### config.mk
export PLATFORM = sky130hd
export DESIGN_NAME = frame_extrema_tracker
export DESIGN_NICKNAME = d
export VERILOG_FILES = /design/src/rtl/frame_extrema_tracker_pkg.sv /design/src/rtl/frame_extrema_tracker_gt_compare.sv /design/src/rtl/frame_extrema_tracker.sv
export SDC_FILE = /design/constraint.sdc
export NUM_CORES = 1
export LEC_CHECK = 0
export ABC_AREA = 1
export BUFFER_PORTS_ARGS = -buffer_cell sky130_fd_sc_hd__buf_4
export CORE_MARGIN = 8
export CORE_UTILIZATION = 45
export DETAILED_ROUTE_END_ITERATION = 8
export GPL_ROUTABILITY_DRIVEN = 0
export PLACE_DENSITY = 0.68
export SYNTH_ARGS = -nofsm -noshare
export SYNTH_HDL_FRONTEND = slang
export SYNTH_SLANG_ARGS = --single-unit
### constraint.sdc
create_clock -name clk -period 4.57 [get_ports clk]
set_input_delay 0.457 -clock clk [delete_from_list [all_inputs] [get_ports clk]]
set_output_delay 0.457 -clock clk [all_outputs]
set_load 0.01 [all_outputs]
### src/rtl/frame_extrema_tracker_pkg.sv
`default_nettype none
// ============================================================================
// Module      : frame_extrema_tracker_pkg
// Description : Shared types and constants for the frame extrema tracker.
// Revision    : 1.0 - initial release
// ============================================================================
package frame_extrema_tracker_pkg;

   localparam int DEF_WIDTH = 8;
   localparam int DEF_CNT_W = 16;

   localparam logic MODE_UNSIGNED = 1'b0;
   localparam logic MODE_SIGNED   = 1'b1;

   typedef enum logic [1:0] {
      IDLE  = 2'd0,
      ACCUM = 2'd1,
      HOLD  = 2'd2
   } state_t;

endpackage : frame_extrema_tracker_pkg
`default_nettype wire

### src/rtl/frame_extrema_tracker_gt_compare.sv
`default_nettype none
// ============================================================================
// Module      : gt_compare
// Description : Strict a > b in unsigned or two's-complement mode.
// Revision    : 1.0 - initial release
// ============================================================================
module gt_compare
   import frame_extrema_tracker_pkg::*;
#(
   parameter int WIDTH = DEF_WIDTH
) (
   input  logic [WIDTH-1:0] a,
   input  logic [WIDTH-1:0] b,
   input  logic             mode,
   output logic             agtb
);

   logic [WIDTH-1:0] w_bias;
   logic [WIDTH-1:0] w_a;
   logic [WIDTH-1:0] w_b;

   // Flipping the sign bit maps two's-complement order onto unsigned order.
   assign w_bias = {(mode == MODE_SIGNED), {(WIDTH-1){1'b0}}};
   assign w_a    = a ^ w_bias;
   assign w_b    = b ^ w_bias;
   assign agtb   = (w_a > w_b);

endmodule : gt_compare
`default_nettype wire

### src/rtl/frame_extrema_tracker.sv
`default_nettype none
// ============================================================================
// Module      : frame_extrema_tracker
// Description : Per-frame max/min/argmax/count tracker with valid/ready I/O.
// Revision    : 1.0 - initial release
// ============================================================================
module frame_extrema_tracker
   import frame_extrema_tracker_pkg::*;
#(
   parameter int WIDTH = DEF_WIDTH,
   parameter int CNT_W = DEF_CNT_W
) (
   input  logic             clk,
   input  logic             rst_n,
   input  logic             mode,
   input  logic             in_valid,
   output logic             in_ready,
   input  logic [WIDTH-1:0] in_data,
   input  logic             in_last,
   output logic             out_valid,
   input  logic             out_ready,
   output logic [WIDTH-1:0] out_max,
   output logic [WIDTH-1:0] out_min,
   output logic [CNT_W-1:0] out_max_idx,
   output logic [CNT_W-1:0] out_count,
   output logic             out_sat
);

   localparam logic [CNT_W-1:0] C_CNT_MAX = {CNT_W{1'b1}};
   localparam logic [CNT_W-1:0] C_CNT_ONE = CNT_W'(1);

   state_t           r_state;
   logic             r_mode;
   logic             r_in_ready;
   logic             r_out_valid;
   logic [WIDTH-1:0] r_max;
   logic [WIDTH-1:0] r_min;
   logic [CNT_W-1:0] r_max_idx;
   logic [CNT_W-1:0] r_count;
   logic             r_sat;

   logic             w_accept;
   logic             w_new_max;
   logic             w_new_min;

   assign w_accept = in_valid && r_in_ready;

   gt_compare #(
      .WIDTH (WIDTH)
   ) u_gt_max (
      .a    (in_data),
      .b    (r_max),
      .mode (r_mode),
      .agtb (w_new_max)
   );

   gt_compare #(
      .WIDTH (WIDTH)
   ) u_gt_min (
      .a    (r_min),
      .b    (in_data),
      .mode (r_mode),
      .agtb (w_new_min)
   );

   always_ff @(posedge clk or negedge rst_n) begin
      if (!rst_n) begin
         r_state     <= IDLE;
         r_mode      <= MODE_UNSIGNED;
         r_in_ready  <= 1'b1;
         r_out_valid <= 1'b0;
         r_max       <= '0;
         r_min       <= '0;
         r_max_idx   <= '0;
         r_count     <= '0;
         r_sat       <= 1'b0;
      end else begin
         case (r_state)
            IDLE: begin
               if (w_accept) begin
                  r_max     <= in_data;
                  r_min     <= in_data;
                  r_max_idx <= '0;
                  r_count   <= C_CNT_ONE;
                  r_sat     <= 1'b0;
                  r_mode    <= mode;
                  if (in_last) begin
                     r_state     <= HOLD;
                     r_in_ready  <= 1'b0;
                     r_out_valid <= 1'b1;
                  end else begin
                     r_state <= ACCUM;
                  end
               end
            end

            ACCUM: begin
               if (w_accept) begin
                  // r_count is the zero-based index of the incoming sample.
                  if (w_new_max) begin
                     r_max     <= in_data;
                     r_max_idx <= r_count;
                  end
                  if (w_new_min) begin
                     r_min <= in_data;
                  end
                  if (r_count == C_CNT_MAX) begin
                     r_sat <= 1'b1;
                  end else begin
                     r_count <= r_count + C_CNT_ONE;
                  end
                  if (in_last) begin
                     r_state     <= HOLD;
                     r_in_ready  <= 1'b0;
                     r_out_valid <= 1'b1;
                  end
               end
            end

            HOLD: begin
               if (out_ready) begin
                  r_state     <= IDLE;
                  r_in_ready  <= 1'b1;
                  r_out_valid <= 1'b0;
               end
            end

            default: begin
               r_state     <= IDLE;
               r_in_ready  <= 1'b1;
               r_out_valid <= 1'b0;
            end
         endcase
      end
   end

   assign in_ready    = r_in_ready;
   assign out_valid   = r_out_valid;
   assign out_max     = r_max;
   assign out_min     = r_min;
   assign out_max_idx = r_max_idx;
   assign out_count   = r_count;
   assign out_sat     = r_sat;

endmodule : frame_extrema_tracker
`default_nettype wire

# Yosys cells after proc, flatten, opt, wreduce, memory -nomap -nowiden
# Cells that the tools add are included.
dict set report word_totals {
  ff_bits 54
  latchBits 0
  ramBits 0
  mem_bits_ro 0
  input_bits 14
  out_inout_bits 51
  elab_cells 72
  memories 0
}
dict set report op_classes {
  n_addsub 1
  n_mul 0
  n_div 0
  n_lt_le_gt_ge 2
  eq_ne 13
  shifts 0
  n_mux 33
  bitwise_logic 3
  n_reduce_logical 11
}
# cell count
set ops {}
lappend ops {{16-bit two-way mux} 6}
lappend ops {{16-bit one-hot mux with 2 select lines} 2}
lappend ops {{8-bit two-way mux} 5}
lappend ops {{8-bit one-hot mux with 2 select lines} 2}
lappend ops {{8-bit bitwise XOR} 3}
lappend ops {{4-bit AND reduction} 5}
lappend ops {{16-bit by 1-bit adder with 16-bit output (second input constant)} 1}
lappend ops {{16-bit == test (second input constant)} 1}
lappend ops {{8-bit greater-than comparator} 2}
lappend ops {{2-bit != test (second input constant)} 6}
lappend ops {{2-bit two-way mux} 5}
lappend ops {{1-bit two-way mux} 9}
lappend ops {{2-bit by 1-bit != test with 1-bit output (second input constant)} 4}
lappend ops {{1-bit one-hot mux with 2 select lines} 3}
lappend ops {{2-bit one-hot mux with 3 select lines} 1}
lappend ops {{3-bit AND reduction} 1}
lappend ops {{2-bit by 1-bit == test with 1-bit output (second input constant)} 1}
lappend ops {{2-bit == test (second input constant)} 1}
lappend ops {{2-bit zero test} 1}
lappend ops {{2-bit AND reduction} 1}
lappend ops {{2-bit nonzero test} 1}
lappend ops {{2-bit OR reduction} 1}
lappend ops {{1-bit logical AND} 1}

# Logic depth before layout (Yosys ltp)
# Gate-level depths: netlist of run 1.
dict set report depth {
  word_depth 5
  ltp_mapped 14
  depth_no_buf 13
}

# By module
# Synthesis of run 1 repeated with hierarchy kept, for this count alone.
dict set report hier_totals {
  cells_unflattened 381
  hier_area_um2 2992.9
}
# mod n_inst cells_per_inst area_each_um2 seq_area_each_um2
set by_module_without_submodules {}
lappend by_module_without_submodules {frame_extrema_tracker 1 305 2522.4 1352.5}
lappend by_module_without_submodules {gt_compare 2 38 235.2 0.0}

# Worst setup path after synthesis of run 1
# No wires, ideal clock.
dict set report synth_timing {
  path_type {input to register}
  start {input in_data[7]}
  end {register r_min[0], in the netlist out_min[0]}
  setup_ns 0.117
  arrival_time_ns 1.731
  t_required_ns 4.453
  setup_slack_ns 2.722
  path_stages 10
  cell_sequence {xor2_1 -> inv_1 -> ha_1 -> a21o_1 -> nor2_1 -> nand2_1 -> nand2_1 -> nand2_1 -> nand2_1 -> nand2_1}
}
dict set report synth_between {
  elab_chain_cells 4
}
# element line_no
set synth_lines {}
lappend synth_lines {{from (decl)} frame_extrema_tracker.sv:18} ;# input logic [WIDTH-1:0] in_data,
lappend synth_lines {{8-bit bitwise XOR} frame_extrema_tracker_gt_compare.sv:25} ;# assign w_b = b ^ w_bias;
lappend synth_lines {{8-bit greater-than comparator} frame_extrema_tracker_gt_compare.sv:26} ;# assign agtb = (w_a > w_b);
lappend synth_lines {{2-bit by 1-bit != test with 1-bit output (no line)} --}
lappend synth_lines {{4-bit AND reduction (no line)} --}
lappend synth_lines {{to (signal assigned)} frame_extrema_tracker.sv:82} ;# r_min <= in_data;
lappend synth_lines {{to (signal assigned)} frame_extrema_tracker.sv:105} ;# r_min <= in_data;
lappend synth_lines {{to (decl)} frame_extrema_tracker.sv:37} ;# logic [WIDTH-1:0] r_min;
# No other way between the ends.
# A chain may end at the register's enable or synchronous reset.

# Worst setup path in the final report of run 1
dict set report layout_timing {
  start {register r_mode}
  end {register r_min[6], in the netlist out_min[6]}
}
dict set report layout_between {
  elab_chain_cells 4
  word_cells_on_any_way 5
  cone_classes {order compare (1); eq/ne (1); bitwise (2); reduce/logical (1)}
}
# element line_no
set layout_lines {}
lappend layout_lines {{from (decl)} frame_extrema_tracker.sv:33} ;# logic r_mode;
lappend layout_lines {{from (signal assigned)} frame_extrema_tracker.sv:86} ;# r_mode <= mode;
lappend layout_lines {{8-bit bitwise XOR (on tied branches)} {frame_extrema_tracker_gt_compare.sv:24, frame_extrema_tracker_gt_compare.sv:25}}
lappend layout_lines {{8-bit greater-than comparator *} frame_extrema_tracker_gt_compare.sv:26}
lappend layout_lines {{2-bit by 1-bit != test with 1-bit output (no line) *} --}
lappend layout_lines {{4-bit AND reduction (no line) *} --}
# Mark *: on every way between the ends. The rest lies on a longest branch, timed or not.

==> results of run 1 <==
-- cell usage in the layout, fill, tap and decap left out, drive strengths merged, types with 2 or more instances in the layout --
| cell type | count |
|---|---|
| a21o | 2 |
| a21oi | 7 |
| buf | 65 |
| clkbuf | 6 |
| dfrtp | 53 |
| ha | 17 |
| inv | 47 |
| nand2 | 145 |
| nand3 | 48 |
| nand4 | 5 |
| nor2 | 47 |
| o21a | 2 |
| o21ai | 16 |
| xnor2 | 2 |
| xor2 | 9 |
-- metrics by stage --
step,utilization [%],setup slack [ns]
6_report,55.7,2.40
5_1_grt,55.7,2.24
4_1_cts,55.7,2.40
3_5_place_dp,54.1,2.30
3_3_place_gp,54.1,2.39
2_1_floorplan,-,2.72
-- state kept, by name, summed over array words and instances, names as in the netlist --
name         cells
out_count       16
out_max          8
out_max_idx     16
r_state          2
r_mode           1
out_valid        1
out_sat          1
in_ready         1
out_min          8
-- final timing paths --
kind	start	slack (ns)	cells past startpoint	end
worst min-delay path	rst_n	0.18	1	r_mode
worst min register to register	out_valid	0.49	2	out_valid
max in group asynchronous	rst_n	3.93	1	out_max_idx[11]
min in group clk	out_ready	0.32	2	r_state[1]
worst max-delay path	r_mode	2.40	10	out_min[6]
worst max register to register	r_mode	2.40	10	out_min[6]
-- layout make-up --
cell class	instances	area, um2
multi-input cells	302	1540
inverters	47	176
clock buffers	6	72.6
well taps	96	120
repair buffers	65	488
flip-flops and latches	54	1350
clock inverters	2	37.5
fillers	658	3010
-- cells by family after synthesis --
logic type	share of synthesized area (%)
XOR/XNOR	3.06
adder cells (fa/ha/maj)	6.76
buffers and inverters	8.00
AND/OR/NAND/NOR	33.7
AO/OA/AOI/OAI	5.45
flip-flops	43.0
-- power by group through the flow --
stage	logic (W)	clock network, W	registers [W]
floorplan	0.000572	0	0.000732
global route	0.00101	0.000357	0.000718
CTS	0.000894	0.000343	0.000703
global placement	0.000880	0	0.000710
finish	0.000880	0.000336	0.000700
detailed placement	0.000893	0	0.000712
-- per-layer routing --
layer  vias to the layer above  track usage (%)  routed length, um
met1                      1313             21.1               3550
met4                         0             4.66                 99
li1                       1421                -                  -
met2                        77             28.3               3700
met3                        12             4.47                535
met5                         -                0                  0
-- worst register-to-register path, stage by stage, from the launching register on --
cell and delay, ns:
dfrtp_1 0.47, xor2_1 0.26, inv_1 0.08, ha_1 0.31, a21o_1 0.16, nor2_1 0.09
nand2_1 0.05, nand2_1 0.21, nand2_1 0.25, nand2_1 0.13, nand2_1 0.06
==> out/qor.log, run 1 <==
INFO  worst_setup_path cpMaxStageDelayCell=dfrtp_1
INFO  flow_run       cap_viol_max_count=0
INFO  logic_synthesis syn_inst=414
INFO  final_layout   design.final.nets=506
INFO  worst_setup_path cp_slowest_stage_delay=0.47ns
INFO  clock_network  clk_pin_slew=0.11ns
INFO  clock_network  post_cts_resize_count=0
INFO  routing        detail_route.iter0.violations=147
INFO  logic_synthesis postSynthAreaPerCell=7.59um2
INFO  logic_synthesis synth_area=3140um2
INFO  power_and_ir_drop switching_share=42.9%
INFO  power_and_ir_drop vdd_drop_max=158uV
INFO  sta            max-slew-margin-rel=52.3%
INFO  logic_synthesis synth_top_flop_cell=dfrtp_1
INFO  run_status     outcome=complete, no violations
INFO  worst_setup_path worst-endpoint-required=4.79ns
INFO  sta            fin_setup_tns=0ns
INFO  sta            max_slew.worst_pin.slew=0.715ns
INFO  clock_network  cts_inserted_buffers=5
INFO  final_layout   inserted_diodes=0
INFO  logic_synthesis ys_types=29
INFO  logic_synthesis synth-seq-area-share=43.0%
INFO  sta            hold_slack=0.176ns
INFO  final_layout   area_growth=20.5%
INFO  routing        ant_nets=0
INFO  worst_setup_path setup.worst_path.end_class=register
INFO  power_and_ir_drop comb_power_share=45.9%
INFO  final_layout   layout-drive-gt1-share=20.0%
INFO  worst_setup_path path_cells=xor2_1, inv_1, ha_1, a21o_1, nor2_1, nand2_1, nand2_1, nand2_1, nand2_1, nand2_1
INFO  worst_setup_path critical_path.max_fanout=9
INFO  worst_hold_path min-delay-path-class=in -> async
INFO  power_and_ir_drop cellPowerDensity=506nW/um2
INFO  routing        route.detailed.drc=0
INFO  sta            clock-skew-final=0.0132ns
INFO  global_route   globalRouteOverflowTotal=0
INFO  sta            drv_slew=0
INFO  routing        ratio_of_routed_vias_to_standard_cells=4.94
INFO  logic_synthesis synth-edff-count=0
INFO  sta            final.period_utilization=47.6%
INFO  clock_network  ctsHoldBuffers=0
INFO  place          post_detail_place_hpwl=5780um
INFO  logic_synthesis synth.most_common_cell=nand2_1
INFO  logic_synthesis synth_top_cells_by_count=nand2_1, dfrtp_1, nand3_1, inv_1, nor2_1
INFO  global_route   grt_antenna_before_repair=0
INFO  worst_setup_path timing.critical_path.arrival=2.40ns
INFO  logic_synthesis synth_seq_cells=54
INFO  die            y_dimension_of_the_die=99.6um
INFO  sta            finalHoldViolCount=0
INFO  worst_setup_path start_kind=register
INFO  global_route   grt_first_pass_wirelength=13,900um
INFO  place          placedCellCount=564
INFO  logic_synthesis synth_top_cells_by_area=dfrtp_1, nand2_1, nand3_1, ha_1, inv_1
INFO  worst_setup_path crit_buf_inv=1
INFO  final_layout   cell_count_final_fillers_out=572
INFO  power_and_ir_drop p_switching=0.000823W
INFO  die            die_w=99.6um
INFO  sta            grt_setup_unrepaired=false
INFO  place          port_buffers=64
INFO  routing        via_count=2,823
INFO  logic_synthesis yosysWarnings=0
INFO  global_route   global_route.usage.total=17.0%
INFO  global_route   vias_in_the_first_global_route=2,881
INFO  sta            fmax=460MHz
INFO  place          placed_area=3680um2
INFO  worst_setup_path worst_path_dominant_cell_family=simple AND/OR/NAND/NOR gates
INFO  power_and_ir_drop leakage=2.00nW
INFO  sta            setup_viol=0
INFO  die            design.portCount=65
INFO  clock_network  cts_setup_buffers=0
INFO  worst_setup_path critical_path.most_common_cell=nand2_1
INFO  logic_synthesis synth.net_count=445
INFO  power_and_ir_drop totalPowerFinal=0.00192W
INFO  power_and_ir_drop internal_power=0.00109W
INFO  die            placementRows=30
INFO  die            die_ar=9920um2
INFO  clock_network  clock_net_sink_count=54
INFO  routing        detailedRoute.firstPassIterationCount=4
INFO  global_route   grt_max_degree=55
INFO  routing        wl=7890um
INFO  routing        avgRoutedWirePerCell=13.8um
INFO  logic_synthesis cell_accounting_for_the_most_synthesized_area=dfrtp_1
INFO  clock_network  clk-insertion-delay-late=0.32ns
INFO  clock_network  cts-htree-levels=2
INFO  die            floorplan.initialDensity=46.3%
INFO  sta            period_needed=2.17ns
INFO  clock_network  clock_tree.root_cell=clkbuf_8
INFO  power_and_ir_drop power_frac_seq=36.6%
INFO  clock_network  tritoncts=built
INFO  clock_network  cts_max_path_buffers=2
INFO  logic_synthesis yosys_top_cell_area_share=42.2%
INFO  worst_setup_path setup.worst_path.class=reg -> reg
INFO  logic_synthesis async_reset_ff_share=100%
INFO  power_and_ir_drop share_clk_of_total_power=17.5%
INFO  die            core-area=6790um2
INFO  final_layout   final_design_area_no_fill=3790um2
(Power assumes the default switching activity.)
==> run 2, diff against run 1 <==
- PLACE_DENSITY: 0.68 -> 0.7
- clock period: 4.57 -> 1.9 ns (I/O delays scaled with it)
==> run 2 against run 1 <==
  * The flow now finishes with violations (negative setup slack)
  * Clock power grew 130%
  * Clock skew is 0.0095 ns lower
  * Cell area up 7.3%
  * Sequential power is 140% higher
  * Register-to-register slack got worse by 2.4 ns
  * Global-route usage down 0.51 points
  * Worst hold slack lost 0.11 ns
  * Non-clock buffer count up 14
  * Final cell count up 2.6%
  * Sequential share of layout area shrank 2.4 points
  * Combinational power rose to 3.1 times the previous value
==> out/qor.log, run 2 (synthesis results as in run 1) <==
INFO  clock_network  clk-insertion-delay-late=0.30ns
INFO  worst_setup_path timing.critical_path.arrival=2.10ns
INFO  routing        via_count=2,927
INFO  flow_run       cap_viol_max_count=0
INFO  die            core-area=6790um2
INFO  final_layout   inserted_diodes=0
INFO  power_and_ir_drop internal_power=0.00296W
INFO  sta            drv_slew=0
INFO  clock_network  cts-htree-levels=2
INFO  power_and_ir_drop power_frac_seq=32.6%
INFO  power_and_ir_drop cellPowerDensity=1270nW/um2
INFO  worst_setup_path number_of_cells_on_the_critical_path=9
INFO  sta            max_slew.worst_pin.slew=0.692ns
INFO  final_layout   layout.cells.most_common_list=nand2_1, buf_4, dfrtp_1, inv_1, nand3_1
INFO  routing        ant_nets=0
INFO  sta            fmax=524MHz
INFO  worst_setup_path start_kind=register
INFO  sta            finalHoldViolCount=0
INFO  routing        route.detailed.drc=0
INFO  routing        detail_route.iter0.violations=116
INFO  worst_setup_path worst-r2r-setup-slack=-0.009ns
INFO  power_and_ir_drop vdd_drop_max=533uV
INFO  die            die_w=99.6um
INFO  run_status     failing_checks=negative setup slack
INFO  worst_setup_path reg_to_reg_critical_path_endpoint=out_max_idx[8]
INFO  sta            clock-skew-final=0.00366ns
INFO  worst_setup_path setup.worst_path.end_class=register
INFO  final_layout   layout.cells.most_common=nand2_1
INFO  die            floorplan.initialDensity=46.3%
INFO  final_layout   fillerInstances=619
INFO  sta            setup_viol=1
INFO  worst_setup_path cp_slowest_stage_delay=0.46ns
INFO  power_and_ir_drop switching_share=42.7%
INFO  worst_hold_path min-delay-path-class=in -> reg
INFO  worst_setup_path critical_path.endpoint=out_max_idx[8]
INFO  place          post_detail_place_hpwl=6150um
INFO  final_layout   fraction_of_the_core_area_covered_by_cells_at_the_end_of_the_flow=59.8%
INFO  final_layout   area_growth=29.3%
INFO  clock_network  clock_tree.root_cell=clkbuf_8
INFO  sta            final.period_utilization=100%
INFO  worst_setup_path cpMaxStageDelayCell=dfrtp_2
INFO  routing        detailedRoute.firstPassIterationCount=5
INFO  power_and_ir_drop leakage=2.11nW
INFO  final_layout   design.final.nets=521
INFO  clock_network  clk_pin_slew=0.10ns
INFO  clock_network  tritoncts=built
INFO  sta            max-slew-margin-rel=53.8%
INFO  clock_network  cts_max_path_buffers=2
INFO  place          port_buffers=64
INFO  clock_network  cts_inserted_buffers=5
INFO  routing        wl=8420um
INFO  global_route   grt_antenna_before_repair=0
INFO  worst_setup_path path_cells=xor2_2, ha_1, a21o_1, nor2_2, nand2_2, nand2_8, nand2_4, nand2_1, nand2_1
INFO  global_route   vias_in_the_first_global_route=2,951
INFO  global_route   globalRouteOverflowTotal=0
INFO  clock_network  cts_setup_buffers=0
INFO  power_and_ir_drop share_clk_of_total_power=14.8%
INFO  routing        ratio_of_routed_vias_to_standard_cells=4.99
INFO  worst_setup_path worstReg2RegStart=r_mode
INFO  sta            period_needed=1.91ns
INFO  worst_setup_path crit_buf_inv=0
INFO  worst_setup_path worst-endpoint-required=2.09ns
INFO  global_route   grt_max_degree=55
INFO  global_route   global_route.usage.total=16.5%
INFO  worst_setup_path worst_path_dominant_cell_family=simple AND/OR/NAND/NOR gates
INFO  die            placementRows=30
INFO  worst_setup_path setup.worst_path.start=r_mode
INFO  clock_network  clock_net_sink_count=54
INFO  power_and_ir_drop comb_power_share=52.6%
INFO  place          place_ws=-0.0536ns
INFO  worst_setup_path r2r.worst_path.cells=9
INFO  power_and_ir_drop totalPowerFinal=0.00516W
INFO  global_route   grt_first_pass_wirelength=13,600um
INFO  sta            grt_setup_unrepaired=true
INFO  worst_setup_path critical_path.max_fanout=12
INFO  die            die_ar=9920um2
INFO  final_layout   layout-drive-gt1-share=25.9%
INFO  die            design.portCount=65
INFO  sta            postLayoutSetupSlackWorst=-0.00863ns
INFO  worst_hold_path worst_hold_startpoint=out_ready
INFO  worst_setup_path setup.worst_path.class=reg -> reg
INFO  worst_setup_path critical_path.most_common_cell=nand2_1
INFO  routing        avgRoutedWirePerCell=14.3um
INFO  run_status     outcome=finished with violations
INFO  power_and_ir_drop p_switching=0.00221W
INFO  die            y_dimension_of_the_die=99.6um
run 2: worst min-delay path by stage:
stage                              end  slack [ns]  cells after the start
after detailed placement    out_min[4]        0.28                      1
final                       r_state[1]        0.07                      2
after global placement      out_min[5]        0.28                      1
after floorplan           out_count[0]       -0.11                      0
after global routing        r_state[1]        0.08                      2
after CTS                   r_state[1]        0.06                      2
run 2: stage by stage:
step / hold slack [ns] / instances / instance area [um2] / TNS, ns
final: 0.0708 / 587 / 4070 / -0.00863
after global routing: 0.0753 / 587 / 4070 / -1.17
after CTS: 0.0598 / 584 / 3890 / 0
after detailed placement: 0.281 / 575 / 3760 / -0.622
after global placement: 0.284 / 575 / 3760 / 0
after floorplan: -0.106 / 414 / 3140 / 0
run 2: layer usage:
| layer | global-route usage [%] | vias up | part of all wire (%) |
|---|---|---|---|
| met2 | 30.2 | 57 | 51 |
| met4 | 3.14 | 0 | 1.3 |
| met5 | 0 | - | 0 |
| met3 | 3.49 | 11 | 4.7 |
| met1 | 19.2 | 1401 | 43 |
| li1 | - | 1458 | - |
run 2: repair_timing:
item / CTS / global route
resized for setup: 2 / 26
endpoints found under the setup margin: 24 / 32
pin swaps: 0 / 6
hold buffers: 1 / 0
gates cloned: 0 / 3
endpoints found under the hold margin: 53 / 0
run 2: worst register-to-register path, cell delays in order (launching register included):
cell and delay (ns):
dfrtp_2 0.46, xor2_2 0.19, ha_1 0.32, a21o_1 0.19, nor2_2 0.12, nand2_2 0.10, nand2_8 0.12, nand2_4 0.13
nand2_1 0.11, nand2_1 0.06
run 2: power by group through the flow:
| stage | logic, W | registers (W) | clock network (W) |
|---|---|---|---|
| 2_1_floorplan | 0.00138 | 0.00176 | 0 |
| 3_3_place_gp | 0.00219 | 0.00169 | 0 |
| 3_5_place_dp | 0.00226 | 0.00170 | 0 |
| 4_1_cts | 0.00229 | 0.00167 | 0.000784 |
| 5_1_grt | 0.00305 | 0.00172 | 0.000821 |
| 6_report | 0.00272 | 0.00168 | 0.000763 |
run 2: final cells by class:
class	instances	area, um2	share of cell area (%)
clock buffer	5	68.8	1.69
inverter	47	176	4.34
timing repair buffer	79	647	15.9
sequential	54	1350	33.3
clock inverter	3	40.0	0.985
tap	96	120	2.95
multi-input combinational	303	1660	40.8
